===== config.mk =====
export PLATFORM = sky130hd
export DESIGN_NAME = sound_out_stage
export DESIGN_NICKNAME = d
export VERILOG_FILES = /design/src/rtl/sound_out_stage.sv
export SDC_FILE = /design/constraint.sdc
export NUM_CORES = 1
export LEC_CHECK = 0
export BUFFER_PORTS_ARGS = -buffer_cell sky130_fd_sc_hd__buf_2
export CAP_MARGIN = 0
export CORE_MARGIN = 2
export CORE_UTILIZATION = 25
export CTS_BUF_LIST = sky130_fd_sc_hd__clkbuf_8
export DETAILED_ROUTE_END_ITERATION = 8
export GPL_ROUTABILITY_DRIVEN = 0
export PLACE_DENSITY_LB_ADDON = 0.12
export SLEW_MARGIN = 5
export SYNTH_ARGS = -nofsm -noshare
export SYNTH_HDL_FRONTEND = slang
export SYNTH_SLANG_ARGS = --single-unit

===== constraint.sdc =====
create_clock -name clk -period 6.7 [get_ports clk]
set_input_delay 1.34 -clock clk [delete_from_list [all_inputs] [get_ports clk]]
set_output_delay 1.34 -clock clk [all_outputs]
set_load 0.02 [all_outputs]

===== src/rtl/sound_out_stage.sv =====
// sound_out_stage: one-pole IIR low-pass, fractional-tick decimation, master gain/mute with saturation, valid/ready output.
// Define SOUND_OUT_MUTE_RAMP_EN to step eff_gain by +/-1 per tick toward its target instead of loading it.
module sound_out_stage #(
  parameter int OUT_RATE   = 48000,
  parameter int FILT_SHIFT = 6
) (
  input  logic        clk,
  input  logic        rst_n,
  input  logic [27:0] clock_rate,
  input  logic [15:0] sample_l_in,
  input  logic [15:0] sample_r_in,
  input  logic [7:0]  gain,
  input  logic        mute,
  input  logic        clip_clr,
  output logic [15:0] out_l,
  output logic [15:0] out_r,
  output logic        out_valid,
  input  logic        out_ready,
  output logic        clip,
  output logic [7:0]  overrun_cnt
);
  localparam int AW = 17 + FILT_SHIFT;

  logic [27:0] clk_rate_q, sum_q, sum_d;
  logic [28:0] s;
  logic tick, load, v1_q, out_valid_q, clip_q;
  logic signed [AW-1:0] acc_l_q, acc_r_q, acc_l_d, acc_r_d;
  logic signed [15:0] y_l, y_r, y_l_q, y_r_q;
  logic [7:0] tgt, eff_gain_q, eff_gain_d, g_q, overrun_q;
  logic signed [24:0] p_l, p_r;
  logic [16:0] sat_l, sat_r;
  logic [15:0] out_l_q, out_r_q;

  // Returns {saturated, value} for p >>> 7 clamped to 16-bit signed.
  function automatic logic [16:0] sat16(input logic signed [24:0] p);
    logic signed [24:0] q;
    q = p >>> 7;
    return (q > 25'sd32767) ? {1'b1, 16'h7fff} :
           (q < -25'sd32768) ? {1'b1, 16'h8000} : {1'b0, q[15:0]};
  endfunction

  always_comb begin
    s = {1'b0, sum_q} + 29'(OUT_RATE);
    tick = (clk_rate_q != '0) && (s >= {1'b0, clk_rate_q});
    sum_d = (clk_rate_q == '0) ? '0 : tick ? 28'(s - {1'b0, clk_rate_q}) : s[27:0];
    acc_l_d = acc_l_q + AW'($signed(sample_l_in)) - (acc_l_q >>> FILT_SHIFT);
    acc_r_d = acc_r_q + AW'($signed(sample_r_in)) - (acc_r_q >>> FILT_SHIFT);
    y_l = 16'(acc_l_q >>> FILT_SHIFT);
    y_r = 16'(acc_r_q >>> FILT_SHIFT);
    tgt = mute ? 8'd0 : gain;
`ifdef SOUND_OUT_MUTE_RAMP_EN
    eff_gain_d = !tick ? eff_gain_q :
                 (eff_gain_q < tgt) ? eff_gain_q + 8'd1 :
                 (eff_gain_q > tgt) ? eff_gain_q - 8'd1 : eff_gain_q;
`else
    eff_gain_d = tick ? tgt : eff_gain_q;
`endif
    p_l = 25'(y_l_q) * 25'($signed({1'b0, g_q}));
    p_r = 25'(y_r_q) * 25'($signed({1'b0, g_q}));
    sat_l = sat16(p_l);
    sat_r = sat16(p_r);
    load = v1_q && (!out_valid_q || out_ready);
  end

  always_ff @(posedge clk or negedge rst_n) begin
    if (!rst_n) begin
      clk_rate_q  <= '0;
      sum_q       <= '0;
      acc_l_q     <= '0;
      acc_r_q     <= '0;
      eff_gain_q  <= '0;
      g_q         <= '0;
      y_l_q       <= '0;
      y_r_q       <= '0;
      v1_q        <= 1'b0;
      out_l_q     <= '0;
      out_r_q     <= '0;
      out_valid_q <= 1'b0;
      clip_q      <= 1'b0;
      overrun_q   <= '0;
    end else begin
      clk_rate_q <= clock_rate;
      sum_q      <= sum_d;
      acc_l_q    <= acc_l_d;
      acc_r_q    <= acc_r_d;
      eff_gain_q <= eff_gain_d;
      v1_q       <= tick;
      // Capture the filter output and the gain as updated by this tick.
      if (tick) begin
        y_l_q <= y_l;
        y_r_q <= y_r;
        g_q   <= eff_gain_d;
      end
      if (load) begin
        out_l_q <= sat_l[15:0];
        out_r_q <= sat_r[15:0];
      end
      out_valid_q <= load || (out_valid_q && !out_ready);
      clip_q      <= (v1_q && (sat_l[16] || sat_r[16])) || (clip_q && !clip_clr);
      if (v1_q && !load && overrun_q != 8'hff) overrun_q <= overrun_q + 8'd1;
    end
  end

  assign out_l       = out_l_q;
  assign out_r       = out_r_q;
  assign out_valid   = out_valid_q;
  assign clip        = clip_q;
  assign overrun_cnt = overrun_q;
endmodule


==> summary.md <==
| Metric | Value |
|---|---|
| Largest net degree at the start of global routing | roughly 100 |
| Final core utilization | 0.279 |
| Max_slew headroom | 0.297 |
| Post-route ant nets | 0 |
| Via density | between 4 and 5 |
| DRC viols | 0 |
| Worst EP required | between 7 and 8 ns |
| Layout cells sized above 1 | 0.0848 |
| CP dominant cell by count | fa_1 |
| Initial DRC count | about 510 |
| Die width | between 200 and 300 um |
| Crit. End Element | register |
| Count leader, synth | inv_1 |
| CP delay by family, top | adder cells |
| Syn Inst Count | 2,271 |
| Clock Tree Root | clkbuf_8 |
| Num rows | 105 |
| Post-synthesis sequential area ratio | 0.225 |
| Mean area per synthesized cell | approximately 9.0 um2 |
| Max Fclk | between 0.15 and 0.2 GHz |
| Initial Util | 0.251 |
| I/O Buffers | about 110 |
| Vias in the first global route | between 15,000 and 20,000 |
| Number of flops mapped to enable cells by yosys | 0 |
| Met2 Track Usage GR | 0.218 |
| Top post-synthesis cells by area | fa_1 24%, dfrtp_1 23%, ha_1 10% |
| Max stage delay on crit path | ~0.7 ns |
| Worst Path Max Fanout | 17 |
| Clk_lat worst skew | 0.57 ns |
| Post-route worst setup slack | 0.510 ns |
| Final WL | between 50,000 and 60,000 um |
| CTS buffer count | 17 |
| Tcrit/Tclk final | 0.924 |
| Final Net Count | approximately 2,800 |
| Post-Syn Area | between 0.02 and 0.025 mm2 |
| # IOs | 115 |
| Max Slew Vio Count | 0 |
| Antenna violations before repair | 2 |
| Gr busiest metal | met2 |
| Fill count | slightly below 9,000 |
| Synth top area share | 0.241 |
| H-Tree Depth | 4 |
| Setup_tns | 0 ns |
| Dpl hpwl | 43,100 um |
| Synthesis-stage register bit count | about 190 |
| Final Hold Viols | 0 |
| Synth warnings | 0 |
| Crit path max-delay cell type | fa_1 |
| Cell variety after synth | 72 |
| Critical path depth in cells | 17 |
| Layout Cells excl Fill | 3,443 |
| Crit Path Category | reg2reg |
| M3 GR Usage | 0.0198 |
| Clk sink count | 185 |
| CP Buf/Inv Count | 2 |
| Worst-path cell chain | and2_1, fa_1, inv_1, fa_1, fa_1, fa_1, inv_1, ha_1, a21o_1, a21o_1, a2111oi_1, nor2_1, a41o_1, o21ai_1, and3b_1, nand2b_1, o22a_1 |
| CTS clk-pin slew, worst paths | 0.11 ns |
| Setup violators final | 0 |
| Vias | about 15,000 |
| Synth cell count leaders | 513 x inv_1, 247 x fa_1, 200 x nand2_1 |
| Most used DFF post-synth | dfrtp_1 |
| R2R setup slack | between 0.5 and 0.6 ns |
| Area grow syn2layout | 10.9% |
| GR Layer Usage met1 | 0.181 |
| Worst hold path stage count | 2 |
| First-pass DRT Iterations | 7 |
| Slew @ Worst Pin | roughly 1.0 ns |
| Async S/R FF share, synth | 1.00 |
| Net Count, Synth | 2,761 |
| Placed insts | 3,409 |
| CTS tree | yes |
| Critical Path Start Type | register |
| HP Class | reg2reg |
| MaxCap Viol Count | 0 |
| Overflow after GRT | 0 |
| Clock Skew | approximately 0.035 ns |
| FF-to-FF path depth | 17 |
| Area leader, netlist | fa_1 |
| Status | complete, no violations |
| RSZ-0062 raised after global routing | no |
| Core area | slightly above 0.08 mm2 |
| First-pass GRT wire length | between 80,000 and 90,000 um |
| Die Area | 0.0845 mm2 |
| Post-Place Worst Slack | around 0.25 ns |
| Crit path DAT | about 6.6 ns |
| Die height | between 200 and 300 um |
| DR WL/cell | around 15 um |
| Total track usage | 0.132 |
| Final min period | 6.19 ns |
| Largest buffer count on any clock path | 2 |
worst register-to-register path, delay by kind of cell (launching register included):
kind	cells	cell delay, ns
fa+ha+maj	5	2.67
compound gates	6	1.69
simple gates	4	0.95
flops	1	0.56
buf+inv	2	0.20
final cells by class:
| type | instances | area, um2 | area share |
|---|---|---|---|
| clock buffer | 17 | 234 | 0.0103 |
| multi-input combinational | 1508 | 13700 | 0.602 |
| antenna | 3 | 7.51 | 0.000329 |
| inverter | 513 | 1930 | 0.0845 |
| timing repair buffer | 133 | 747 | 0.0328 |
| sequential | 185 | 4630 | 0.203 |
| tap | 1070 | 1340 | 0.0587 |
| clock inverter | 14 | 185 | 0.00812 |
final timing paths:
path / startpoint / end
setup / recovery: g_q[2] / out_l[2]
hold / removal: out_r[5] / out_r[5]
setup reg to reg: g_q[2] / out_l[2]
hold reg to reg: out_r[5] / out_r[5]
max in group asynchronous: rst_n / y_l_q[4]
min in group asynchronous: rst_n / overrun_cnt[3]
cell families after synthesis:
logic type	count (synthesis)	share of synthesized area
AND/OR/NAND/NOR	600	0.147
buffers and inverters	578	0.108
adder cells (fa/ha/maj)	417	0.344
AO/OA/AOI/OAI	346	0.113
flip-flops	185	0.225
XOR/XNOR	128	0.0546
multiplexers	17	0.00834
routing by layer:
layer / wire, um / part of all wire / vias up
met5: 0 / 0 / -
met4: 680 / 0.013 / 0
met3: 1150 / 0.022 / 28
met2: 24600 / 0.47 / 134
met1: 26200 / 0.50 / 7291
li1: - / - / 7289
registers in the layout, indices dropped and copies added, names as in the netlist:
name         cells
out_l           16
g_q              8
out_valid        1
y_r_q           16
out_r           16
clip             1
v1_q             1
sum_q           28
acc_r_q         23
acc_l_q         23
clk_rate_q      28
overrun_cnt      8
y_l_q           16
through the flow:
stage	hold slack (ns)	instance area, um2
floorplan	0.467	20500
global placement	0.465	22400
detailed placement	0.467	22400
CTS	0.495	22800
global route	0.513	22800
finish	0.484	22800
cell usage in the layout (no fill, tap or decap), types with 10 or more instances in the layout:
master    instances
nor3_1           28
a21oi_1          84
nand4_1          14
nand2_1         200
clkbuf_8         18
o22a_1           16
buf_2           113
mux2i_1          16
a21oi_2          12
dfrtp_1         184
nand3_1          18
buf_4            17
fa_1            247
nor2b_1          15
and2_1          151
nor4_1           13
o21a_1           14
o21bai_1         12
nand2b_1         25
and3_1           15
o21ai_1          11
a211oi_1         12
or3_1            10
xnor2_1          84
ha_1            170
xor2_1           44
nor2_1           91
a21o_1           30
o21ai_0          76
inv_1           514
repair_timing:
action / CTS / global route
buffers inserted: 0 / 0
hold buffers: 0 / 0
endpoints found under the setup margin: 0 / 16
gates resized for setup: 0 / 2
Power is left out: the tool's default activity adds up to more than one toggle a clock period on the data nets, which glitch-free logic cannot reach.
